--- config.mk ---
export PLATFORM = sky130hd
export DESIGN_NAME = trig_period_meter_flat
export DESIGN_NICKNAME = d
export VERILOG_FILES = /design/src/rtl/trig_period_meter_if.sv /design/src/rtl/trig_period_meter.sv /design/src/flat_wrapper.sv
export SDC_FILE = /design/constraint.sdc
export NUM_CORES = 1
export LEC_CHECK = 0
export BUFFER_PORTS_ARGS = -buffer_cell sky130_fd_sc_hd__buf_4
export CORE_ASPECT_RATIO = 2
export CORE_MARGIN = 8
export CORE_UTILIZATION = 45
export CTS_BUF_LIST = sky130_fd_sc_hd__clkbuf_8
export DETAILED_ROUTE_END_ITERATION = 6
export MAX_ROUTING_LAYER = met4
export PLACE_DENSITY = 0.62
export RECOVER_POWER = 100
export SLEW_MARGIN = 25
export SYNTH_ARGS = -nofsm -noshare
export SYNTH_HDL_FRONTEND = slang
export SYNTH_SLANG_ARGS = --single-unit
--- constraint.sdc ---
create_clock -name clk -period 6 [get_ports clk]
set_clock_uncertainty 0.2 [all_clocks]
set_input_delay 0.3 -clock clk [delete_from_list [all_inputs] [get_ports clk]]
set_output_delay 0.3 -clock clk [all_outputs]
set_load 0.005 [all_outputs]
--- src/rtl/trig_period_meter_if.sv ---
// Result channel of the trigger period meter: measured period, qualifiers and
// the valid/ready handshake towards the consumer.
interface trig_period_meter_if #(
  parameter int CNT_W = 24
);
  logic [CNT_W-1:0] period_o;
  logic             sat_o;
  logic             valid_o;
  logic             ready_i;
  logic             overrun_o;

  modport master (
    output period_o,
    output sat_o,
    output valid_o,
    output overrun_o,
    input  ready_i
  );

  modport slave (
    input  period_o,
    input  sat_o,
    input  valid_o,
    input  overrun_o,
    output ready_i
  );
endinterface

--- src/rtl/trig_period_meter.sv ---
// Measures clk cycles between consecutive rising edges of an asynchronous
// trigger, re-arms the upstream trigger and hands each period over valid/ready.
module trig_period_meter #(
  parameter int CNT_W       = 24,
  parameter int SYNC_STAGES = 2
) (
  input  logic                clk,
  input  logic                reset,
  input  logic                enable,
  input  logic                trig_i,
  output logic                clr_o,
  trig_period_meter_if.master res
);

  typedef enum logic [1:0] {
    IDLE    = 2'd0,
    ARMED   = 2'd1,
    MEASURE = 2'd2
  } state_t;

  localparam logic [CNT_W-1:0] CNT_ONE = CNT_W'(1);
  localparam logic [CNT_W-1:0] CNT_MAX = {CNT_W{1'b1}};

  logic [SYNC_STAGES-1:0] sync_reg;
  logic                   synced_prev_reg;
  logic                   edge_strobe_reg;

  state_t                 state_reg, state_next;
  logic [CNT_W-1:0]       cnt_reg, cnt_next;
  logic                   sat_flag_reg, sat_flag_next;
  logic                   load;

  logic [CNT_W-1:0]       period_reg;
  logic                   sat_reg;
  logic                   valid_reg;
  logic                   overrun_reg;
  logic                   clr_reg;

  // The synchronizer keeps running while disabled so no stale edge appears on re-enable.
  always_ff @(posedge clk or negedge reset) begin
    if (!reset) begin
      sync_reg        <= '0;
      synced_prev_reg <= 1'b0;
      edge_strobe_reg <= 1'b0;
    end else begin
      sync_reg        <= {sync_reg[SYNC_STAGES-2:0], trig_i};
      synced_prev_reg <= sync_reg[SYNC_STAGES-1];
      edge_strobe_reg <= sync_reg[SYNC_STAGES-1] & ~synced_prev_reg;
    end
  end

  always_ff @(posedge clk or negedge reset) begin
    if (!reset) begin
      state_reg    <= IDLE;
      cnt_reg      <= '0;
      sat_flag_reg <= 1'b0;
    end else begin
      state_reg    <= state_next;
      cnt_reg      <= cnt_next;
      sat_flag_reg <= sat_flag_next;
    end
  end

  always_comb begin
    state_next    = state_reg;
    cnt_next      = cnt_reg;
    sat_flag_next = sat_flag_reg;
    load          = 1'b0;
    if (!enable) begin
      state_next    = IDLE;
      cnt_next      = '0;
      sat_flag_next = 1'b0;
    end else begin
      case (state_reg)
        IDLE: begin
          state_next    = ARMED;
          cnt_next      = '0;
          sat_flag_next = 1'b0;
        end
        ARMED: begin
          if (edge_strobe_reg) begin
            state_next    = MEASURE;
            cnt_next      = CNT_ONE;
            sat_flag_next = 1'b0;
          end
        end
        MEASURE: begin
          if (edge_strobe_reg) begin
            load          = 1'b1;
            cnt_next      = CNT_ONE;
            sat_flag_next = 1'b0;
          end else if (cnt_reg != CNT_MAX) begin
            cnt_next      = cnt_reg + CNT_ONE;
            // Flag is raised on the step that lands on the saturation value.
            sat_flag_next = sat_flag_reg | (cnt_reg == CNT_MAX - CNT_ONE);
          end
        end
        default: begin
          state_next    = IDLE;
          cnt_next      = '0;
          sat_flag_next = 1'b0;
        end
      endcase
    end
  end

  // A load while a result is pending wins over acceptance; overrun only if it was not taken.
  always_ff @(posedge clk or negedge reset) begin
    if (!reset) begin
      period_reg  <= '0;
      sat_reg     <= 1'b0;
      valid_reg   <= 1'b0;
      overrun_reg <= 1'b0;
      clr_reg     <= 1'b0;
    end else begin
      clr_reg <= load;
      if (!enable) begin
        valid_reg   <= 1'b0;
        overrun_reg <= 1'b0;
      end else if (load) begin
        period_reg <= cnt_reg;
        sat_reg    <= sat_flag_reg;
        valid_reg  <= 1'b1;
        if (valid_reg && !res.ready_i) begin
          overrun_reg <= 1'b1;
        end
      end else if (valid_reg && res.ready_i) begin
        valid_reg <= 1'b0;
      end
    end
  end

  assign clr_o         = clr_reg;
  assign res.period_o  = period_reg;
  assign res.sat_o     = sat_reg;
  assign res.valid_o   = valid_reg;
  assign res.overrun_o = overrun_reg;

endmodule

--- src/flat_wrapper.sv ---
// flat-port wrapper written by rule: the top's interface ports become plain ports
module trig_period_meter_flat 
#(
  parameter int CNT_W       = 24,
  parameter int SYNC_STAGES = 2
)
  (clk, reset, enable, trig_i, clr_o, res_period_o, res_sat_o, res_valid_o, res_overrun_o, res_ready_i);
  trig_period_meter_if #(.CNT_W(CNT_W)) res_i ();
  input  logic clk;
  input  logic reset;
  input  logic enable;
  input  logic trig_i;
  output logic clr_o;
  output wire logic [$bits(res_i.period_o)-1:0] res_period_o;
  output wire logic [$bits(res_i.sat_o)-1:0] res_sat_o;
  output wire logic [$bits(res_i.valid_o)-1:0] res_valid_o;
  output wire logic [$bits(res_i.overrun_o)-1:0] res_overrun_o;
  input wire logic [$bits(res_i.ready_i)-1:0] res_ready_i;
  assign res_period_o = res_i.period_o;
  assign res_sat_o = res_i.sat_o;
  assign res_valid_o = res_i.valid_o;
  assign res_overrun_o = res_i.overrun_o;
  assign res_i.ready_i = res_ready_i;
  trig_period_meter #(.CNT_W(CNT_W), .SYNC_STAGES(SYNC_STAGES)) u_core (.clk(clk), .reset(reset), .enable(enable), .trig_i(trig_i), .clr_o(clr_o), .res(res_i));
endmodule
==> results of run 1 <==
## cells in the mapped netlist, types with 2 or more instances
master / count / share of area
dfrtp_1: 59 / 0.51
o21ai_0: 24 / 0.042
mux2_2: 23 / 0.090
nand2_1: 14 / 0.018
nor2_1: 14 / 0.018
nand4_1: 13 / 0.028
a21oi_1: 11 / 0.019
a31oi_1: 9 / 0.020
nand3_1: 9 / 0.016
o21ai_1: 8 / 0.014
ha_1: 6 / 0.026
buf_4: 5 / 0.013
inv_1: 5 / 0.0065
clkbuf_1: 4 / 0.0052
nand2b_1: 4 / 0.0087
buf_6: 3 / 0.012
nor2b_1: 3 / 0.0065
a21boi_0: 2 / 0.0052
and2_1: 2 / 0.0044
and2_2: 2 / 0.0052
and3_1: 2 / 0.0044
and4_1: 2 / 0.0061
buf_2: 2 / 0.0035
nand3b_1: 2 / 0.0052
nand4b_4: 2 / 0.017
nor3_1: 2 / 0.0035
nor4_1: 2 / 0.0044
nor4b_1: 2 / 0.0061
o211ai_1: 2 / 0.0052
o31ai_1: 2 / 0.0052
or3_1: 2 / 0.0044
## routing by layer
metal	routed length [um]	global-route usage	vias to the layer above
li1	-	-	1019
met2	3100	0.234	50
met1	2530	0.164	1038
met3	240	0.0382	16
met4	214	0.102	0
met5	0	-	-
## cell families (layout without fill, tap and decap cells)
group                      after synthesis  count (layout)  synth area share
muxes                                   23              23            0.0903
and+or+nand+nor                         89              89             0.201
adders and majority gates                6               6            0.0262
xor gates and xnor gates                 1               1           0.00305
AOI/OAI and AO/OA                       63              63             0.125
buffers and inverters                   19              57            0.0401
DFF                                     59              59             0.515
## through the flow
| step | util | cell area (sq um) | total power [mW] | setup WS, ns |
|---|---|---|---|---|
| after floorplan | - | 2870 | 0.507 | 3.91 |
| after global placement | 0.501 | 3140 | 0.533 | 3.40 |
| after detailed placement | 0.501 | 3140 | 0.535 | 3.32 |
| after CTS | 0.530 | 3320 | 0.839 | 3.32 |
| after global routing | 0.521 | 3260 | 0.858 | 1.78 |
| final | 0.521 | 3260 | 0.817 | 2.49 |
## cell type report
type,instances,area [sq um],share of cell area
Clock inverter,7,36.3,0.0111
Inverter,5,18.8,0.00575
Multi-Input combinational cell,182,1250,0.382
Tap cell,86,108,0.0330
Timing Repair Buffer,36,253,0.0775
Clock buffer,9,124,0.0380
Sequential cell,59,1480,0.452
## what timing repair did
item | in CTS | in global routing
hold buffers | 2 | 0
endpoints found under the hold margin | 60 | 0
endpoints found under the setup margin | 0 | 0
## power groups by stage
stage	Sequential (mW)	Combinational, mW	Clock, mW
after CTS	0.418	0.111	0.310
final	0.418	0.101	0.298
after floorplan	0.423	0.0839	0
after global routing	0.420	0.117	0.322
after detailed placement	0.425	0.109	0
after global placement	0.424	0.109	0
## worst max path at each step
stage / from / end / slack [ns] / cells after the start
floorplan: u_core.state_reg[0] / u_core.cnt_reg[23] / 3.91 / 7
global placement: u_core.state_reg[0] / u_core.cnt_reg[14] / 3.40 / 7
detailed placement: u_core.state_reg[0] / u_core.cnt_reg[14] / 3.32 / 7
CTS: u_core.state_reg[0] / u_core.cnt_reg[14] / 3.32 / 7
global route: reset / u_core.cnt_reg[20] / 1.78 / 2
finish: reset / u_core.res.period_o[19] / 2.49 / 2
==> summary.md, run 1 <==
| Metric | Value |
|---|---|
| Worst-path cell chain | `dlygate4sd3_1 -> clkbuf_1` |
| Net Sw Frac | `0.282` |
| Gr usage total | `0.150` |
| Placement Rows | `41` |
| Most common cell after layout, fill and taps aside | `dfrtp_1` |
| Crit-path slowest cell | `clkbuf_1` |
| Skew-Pair Late Insertion Delay | `0.35 ns` |
| Final Hold Vio Count | `0` |
| CTS Buffer Depth | `2` |
| Post-Place Cells | `366` |
| Final HPWL DP | `4230 um` |
| Placer Congestion | `0.852` |
| Worst reg2reg path depth | `7` |
| CTS Root Cell | `clkbuf_8` |
| Initial antenna violation count | `0` |
| Layout Cells excl Fill | `384` |
| Largest stage delay on the critical path | `2.21 ns` |
| Routed length per instance | `15.9 um` |
| Final min period | `3.51 ns` |
| Setup_tns | `0 ns` |
| First-pass GRT wire length | `10,600 um` |
| Post-synth EDFFs | `0` |
| Via Count | `2,123` |
| Worst R2R Start | `u_core.state_reg[0]` |
| Hold Path Sink | `u_core.res.valid_o` |
| Post-route ant nets | `0` |
| Area delta synth->final | `13.7%` |
| Die height | `129 um` |
| Ant. Diodes | `0` |
| Hold Path Depth | `3` |
| Clk pwr share | `0.365` |
| Post-CTS Resized | `0` |
| Vias/cell | `5.53` |
| CTS H-tree lvls | `3` |
| Seq cells post-synth | `59` |
| Ys Warns | `0` |
| Clock-pin slew on the worst setup and hold paths | `0.06 ns` |
| Net Switching | `230 uW` |
| Crit Path Class | `in -> async` |
| Avg Inst Size Synth | `11.0 sq um` |
| Tcrit/Tclk final | `0.585` |
| Synth Cell Area | `0.00287 sq mm` |
| Post-CTS Setup Bufs | `0` |
| Achievable Freq | `285 MHz` |
| Router iterations before antenna repair | `4` |
| Pleak | `1.52 nW` |
| Combinational fraction of design power | `0.123` |
| Commonest cells after routing, fill and taps aside | `dfrtp_1 (59), o21ai_0 (32), clkbuf_4 (25)` |
| Seq/Total Area, Yosys | `0.515` |
| Synth Instances | `260` |
| WP buf/inv | `2` |
| I/O pin cnt | `33` |
| Die footprint | `0.00934 sq mm` |
| Post-synthesis cell type count | `49` |
| TritonCTS Sinks | `59` |
| WHS | `0.0255 ns` |
| HP Start | `res_ready_i` |
| TritonCTS Buffers | `9` |
| Prevailing post-synth register cell | `dfrtp_1` |
| Crit path DAT | `3.07 ns` |
| Seq pwr share | `0.512` |
| Reg2Reg Setup Slack | `2.57 ns` |
| Class of the worst hold path | `in -> reg` |
| Core ar. | `0.00626 sq mm` |
| Die X | `72.5 um` |
| Max Cap Viol | `1` |
| Fin nets | `304` |
| Slew HR | `-1.10` |
| CTS tree | `built` |
| Max VDD drop | `0.145 mV` |
| Pwr Density | `250 mW/mm^2` |
| Layout cells sized above 1 | `0.248` |
| Drc violations | `0` |
| Slew @ Worst Pin | `3.15 ns` |
| PortBufs | `32` |
| Run status | `complete, but fails checks` |
| Final setup violating endpoints | `0` |
| Initial core utilization | `0.458` |
| DRT Wirelength | `6090 um` |
| Gr ovfl total | `0` |
| Critical Path Source Type | `input port` |
| Syn Nets | `271` |
| Final Max Tran Viols | `60` |
| Failing checks | `max-capacitance violations, max-slew violations` |
| Family with the most delay on the worst path | `buffers and inverters` |
| WP data required | `5.55 ns` |
| Layout filler cell count | `619` |
| Number of global-route vias before repair | `2,195` |
| Largest net degree at the start of global routing | `60` |
| FFs w/ async S/R, synth | `1.00` |
| 1st-iter DRT viols | `125` |
| Setup crit end kind | `asynchronous set/reset pin` |
| Worst Path Max Fanout | `59` |
| RR Endpoint | `u_core.cnt_reg[6]` |
| Unrepaired setup endpoints after global routing | `no` |
| Cell-internal power | `586 uW` |
(Power assumes the default switching activity.)
==> inputs of run 2 (changes only) <==
==> constraint.sdc (replaced) <==
create_clock -name clk -period 3.29 [get_ports clk]
set_clock_uncertainty 0.2 [all_clocks]
set_input_delay 0.1645 -clock clk [delete_from_list [all_inputs] [get_ports clk]]
set_output_delay 0.1645 -clock clk [all_outputs]
set_load 0.005 [all_outputs]
==> summary.md, run 2 (synthesized netlist as in run 1, its figures left out) <==
| Metric | Value |
|---|---|
| Skew-Pair Late Insertion Delay | `0.34 ns` |
| Vias/cell | `5.44` |
| Die X | `72.5 um` |
| Cell-internal power | `1.27 mW` |
| Final min period | `2.78 ns` |
| CTS Buffer Depth | `2` |
| Pleak | `1.58 nW` |
| Worst reg2reg path depth | `5` |
| Post-CTS Resized | `0` |
| Area delta synth->final | `17.7%` |
| TritonCTS Buffers | `9` |
| TritonCTS Sinks | `59` |
| Router iterations before antenna repair | `4` |
| Most common cell after layout, fill and taps aside | `dfrtp_1` |
| Post-CTS Setup Bufs | `0` |
| Die height | `129 um` |
| Setup crit end kind | `flip-flop` |
| CTS tree | `built` |
| Net Switching | `426 uW` |
| Hold Path Depth | `0` |
| WP data required | `3.32 ns` |
| CTS Root Cell | `clkbuf_8` |
| Commonest cells after routing, fill and taps aside | `dfrtp_1 (59), o21ai_0 (32), clkbuf_4 (24)` |
| DRT Wirelength | `6180 um` |
| Post-Place Cells | `366` |
| Multi-input logic area | `0.00127 sq mm` |
| Worst-path cell chain | `inv_1 -> ha_1 -> nand3_1 -> clkbuf_1 -> mux2_2` |
| Reg area | `0.00148 sq mm` |
| Seq pwr share | `0.449` |
| Number of global-route vias before repair | `2,236` |
| Unrepaired setup endpoints after global routing | `no` |
| Max Cap Viol | `0` |
| First-pass GRT wire length | `10,900 um` |
| Final HPWL DP | `4250 um` |
| WP buf/inv | `2` |
| Routed length per instance | `16.0 um` |
| Via Count | `2,107` |
| Reg2Reg Setup Slack | `0.51 ns` |
| HP Start | `u_core.sync_reg[0]` |
| Gr ovfl total | `0` |
| Placer Congestion | `0.882` |
| Ant. Diodes | `0` |
| Net Sw Frac | `0.250` |
| Class of the worst hold path | `reg -> reg` |
| Initial core utilization | `0.458` |
| Combinational fraction of design power | `0.115` |
| Core ar. | `0.00626 sq mm` |
| Run status | `finished clean` |
| Final setup violating endpoints | `0` |
| Achievable Freq | `360 MHz` |
| I/O pin cnt | `33` |
| Worst R2R Start | `u_core.state_reg[0]` |
| Worst setup startpoint | `u_core.state_reg[0]` |
| Gr usage total | `0.157` |
| Max VDD drop | `0.424 mV` |
| Crit-path slowest cell | `clkbuf_1` |
| Largest stage delay on the critical path | `0.74 ns` |
| PortBufs | `32` |
| Critical Path Source Type | `flip-flop` |
| Layout filler cell count | `591` |
| 1st-iter DRT viols | `141` |
| Drc violations | `0` |
| Clk pwr share | `0.436` |
| Die footprint | `0.00934 sq mm` |
| Post-route ant nets | `0` |
| Fin nets | `307` |
| Layout Cells excl Fill | `387` |
| Layout cells sized above 1 | `0.259` |
| RR Endpoint | `u_core.res.period_o[17]` |
| Crit Path Class | `reg -> reg` |
| Placement Rows | `41` |
| Setup_tns | `0 ns` |
| Largest net degree at the start of global routing | `60` |
| Slew HR | `0.0314` |
| Initial antenna violation count | `0` |
| Family with the most delay on the worst path | `buffers and inverters` |
| Worst Path Max Fanout | `17` |
| Final Hold Vio Count | `0` |
| Crit path DAT | `2.80 ns` |
| Hold Path Sink | `u_core.sync_reg[1]` |
| Slew @ Worst Pin | `1.45 ns` |
| CTS H-tree lvls | `3` |
| Tcrit/Tclk final | `0.844` |
| Pwr Density | `503 mW/mm^2` |
| Clock-pin slew on the worst setup and hold paths | `0.06 ns` |
| Final Max Tran Viols | `0` |
-- run 2: cell count changes in the layout (fill, tap and decap cells not counted), moves of 2 or more --
cell           previous run  this run
clkbuf_8                  9        11
clkinv_2                  5         3
bufinv_16                 0         2
dlygate4sd3_1             2         5
-- run 2: power groups by stage --
| stage | clock network, mW | logic [mW] | registers [mW] |
|---|---|---|---|
| 2_1_floorplan | 0 | 0.153 | 0.771 |
| 3_3_place_gp | 0 | 0.198 | 0.774 |
| 3_5_place_dp | 0 | 0.200 | 0.777 |
| 4_1_cts | 0.769 | 0.206 | 0.763 |
| 5_1_grt | 0.796 | 0.227 | 0.767 |
| 6_report | 0.742 | 0.196 | 0.763 |
-- run 2: routing by layer --
layer	part of all wire	track usage
met3	0.040	0.0499
met4	0.024	0.0843
met5	0	-
met2	0.52	0.249
met1	0.41	0.169
-- run 2: final cells by class --
class	instances	share of cell area
timing repair buffer	39	0.0830
tap	86	0.0319
clock inverter	5	0.0222
inverter	5	0.00556
sequential	59	0.437
clock buffer	11	0.0448
multi-input combinational	182	0.376
-- run 2: worst max-delay path by stage --
stage | to | slack, ns | cells past startpoint
finish | u_core.res.period_o[17] | 0.51 | 5
global route | u_core.res.period_o[17] | 0.24 | 5
CTS | u_core.cnt_reg[6] | 0.59 | 7
detailed placement | u_core.cnt_reg[6] | 0.58 | 7
global placement | u_core.cnt_reg[14] | 0.71 | 7
floorplan | u_core.cnt_reg[23] | 1.20 | 7
-- run 2: metrics by stage --
stage               hold WS, ns  utilization  power (mW)  setup WS, ns  instance area, sq um
floorplan                -0.331            -       0.924          1.20                  2870
global placement         0.0750        0.503       0.972         0.713                  3150
detailed placement       0.0786        0.503       0.977         0.575                  3150
CTS                       0.155        0.547        1.74         0.591                  3420
global route              0.162        0.540        1.79         0.237                  3380
finish                    0.152        0.540        1.70         0.514                  3380
-- run 2: what timing repair did --
| action | 4_1_cts | 5_1_grt |
|---|---|---|
| setup endpoints to repair | 0 | 0 |
| hold buffers | 5 | 0 |
| hold endpoints to repair | 65 | 0 |
==> inputs of run 3 (changes only) <==
==> constraint.sdc (replaced) <==
create_clock -name clk -period 2.7 [get_ports clk]
set_clock_uncertainty 0.2 [all_clocks]
set_input_delay 0.135 -clock clk [delete_from_list [all_inputs] [get_ports clk]]
set_output_delay 0.135 -clock clk [all_outputs]
set_load 0.005 [all_outputs]
==> summary.md, run 3 (synthesized netlist as in run 1, its figures left out) <==
| Metric | Value |
|---|---|
| Net Sw Frac | `0.260` |
| Run status | `finished clean` |
| CTS H-tree lvls | `3` |
| Crit path DAT | `2.48 ns` |
| Initial core utilization | `0.458` |
| Seq pwr share | `0.496` |
| Die height | `129 um` |
| Placement Rows | `41` |
| Largest net degree at the start of global routing | `60` |
| Class of the worst hold path | `reg -> reg` |
| WP data required | `2.75 ns` |
| Unrepaired setup endpoints after global routing | `no` |
| Post-route ant nets | `0` |
| Worst setup startpoint | `u_core.state_reg[0]` |
| Final min period | `2.43 ns` |
| Crit Path Class | `reg -> reg` |
| Largest stage delay on the critical path | `0.41 ns` |
| Placer Congestion | `0.902` |
| TritonCTS Buffers | `9` |
| Worst reg2reg path depth | `8` |
| Number of global-route vias before repair | `2,174` |
| Routed length per instance | `15.1 um` |
| Slew HR | `0.0443` |
| Hold buffer count at cts | `5` |
| First-pass GRT wire length | `10,300 um` |
| Router iterations before antenna repair | `4` |
| TritonCTS Sinks | `59` |
| Ant. Diodes | `0` |
| Worst Path Max Fanout | `8` |
| Die X | `72.5 um` |
| Layout cells sized above 1 | `0.267` |
| 1st-iter DRT viols | `77` |
| Final Hold Vio Count | `0` |
| Gr ovfl total | `0` |
| Post-CTS Resized | `0` |
| PortBufs | `32` |
| Most common cell after layout, fill and taps aside | `dfrtp_1` |
| Reg2Reg Setup Slack | `0.27 ns` |
| Initial antenna violation count | `0` |
| WP buf/inv | `2` |
| Skew-Pair Late Insertion Delay | `0.34 ns` |
| HP Start | `u_core.sync_reg[0]` |
| Gr usage total | `0.146` |
| DRT Wirelength | `5860 um` |
| Worst-path cell chain | `inv_1 -> ha_1 -> nand4b_2 -> or2_0 -> a21oi_2 -> clkbuf_2 -> nand4_1 -> o21ai_0` |
| Core ar. | `0.00626 sq mm` |
| CP Depth | `8` |
| Final setup violating endpoints | `0` |
| Crit-path slowest cell | `dfrtp_1` |
| Critical Path Sink | `u_core.cnt_reg[21]` |
| Clk pwr share | `0.382` |
| Die footprint | `0.00934 sq mm` |
| Setup crit end kind | `flip-flop` |
| Pwr Density | `560 mW/mm^2` |
| Fin nets | `310` |
| Drc violations | `0` |
| Post-CTS Setup Bufs | `0` |
| Area delta synth->final | `16.5%` |
| Setup_tns | `0 ns` |
| Family with the most delay on the worst path | `simple AND/OR/NAND/NOR gates` |
| Combinational fraction of design power | `0.123` |
| Net Switching | `487 uW` |
| Vias/cell | `5.42` |
| CTS tree | `built` |
| Max VDD drop | `0.354 mV` |
| Max Cap Viol | `0` |
| Final Max Tran Viols | `0` |
| Worst R2R Start | `u_core.state_reg[0]` |
| Final Total Pwr | `1.87 mW` |
| Commonest cells after routing, fill and taps aside | `dfrtp_1 (59), o21ai_0 (29), clkbuf_4 (25)` |
| Critical Path Source Type | `flip-flop` |
| CTS Buffer Depth | `2` |
| CTS Root Cell | `clkbuf_8` |
| RR Endpoint | `u_core.cnt_reg[21]` |
| Via Count | `2,110` |
| Tcrit/Tclk final | `0.900` |
| Achievable Freq | `411 MHz` |
| Clock-pin slew on the worst setup and hold paths | `0.06 ns` |
| I/O pin cnt | `33` |
| Layout filler cell count | `598` |
| Pleak | `1.57 nW` |
| Slew @ Worst Pin | `1.43 ns` |
| Final HPWL DP | `4200 um` |
| Cell-internal power | `1.38 mW` |
## run 3: layer usage
layer,vias to the layer above,track usage,wire (um)
met5,-,-,0
met2,28,0.227,3080
met1,1046,0.163,2450
li1,1024,-,-
met4,0,0.0879,145
met3,12,0.0398,195
## run 3: layout make-up
| cell class | instances | area [sq um] | area share |
|---|---|---|---|
| inverter | 5 | 18.8 | 0.00561 |
| multi-input combinational | 182 | 1260 | 0.377 |
| tap | 86 | 108 | 0.0322 |
| clock inverter | 3 | 13.8 | 0.00412 |
| sequential | 59 | 1480 | 0.442 |
| timing repair buffer | 42 | 302 | 0.0902 |
| clock buffer | 12 | 165 | 0.0494 |
## run 3: worst register-to-register path: cells and delay by family (launching register included)
kind,cells,cell delay (ns)
fa+ha+maj,1,0.31
simple gates,3,0.59
buf+inv,2,0.35
compound gates,2,0.48
flops,1,0.41
## run 3: power by group through the flow
stage	logic [mW]	registers [mW]	clock network (mW)
after global placement	0.235	0.943	0
after CTS	0.250	0.927	0.748
after global routing	0.261	0.930	0.775
final	0.229	0.928	0.714
after floorplan	0.186	0.939	0
after detailed placement	0.243	0.944	0
## run 3: how the worst min path moves through the flow
stage | end | slack, ns | depth (start not counted)
2_1_floorplan | u_core.clr_o | -0.36 | 0
3_3_place_gp | u_core.sync_reg[0] | 0.05 | 1
3_5_place_dp | u_core.res.period_o[0] | 0.05 | 1
4_1_cts | u_core.sync_reg[1] | 0.15 | 0
5_1_grt | u_core.sync_reg[1] | 0.16 | 0
6_report | u_core.sync_reg[1] | 0.15 | 0
## run 3: metrics by stage
stage	utilization	hold WS [ns]	worst slack (ns)	std cells	cell area, sq um
floorplan	-	-0.361	0.607	260	2870
global placement	0.505	0.0458	0.397	369	3160
detailed placement	0.505	0.0484	0.342	369	3160
CTS	0.541	0.154	0.314	389	3390
global route	0.534	0.159	0.0728	389	3340
finish	0.534	0.154	0.270	389	3340
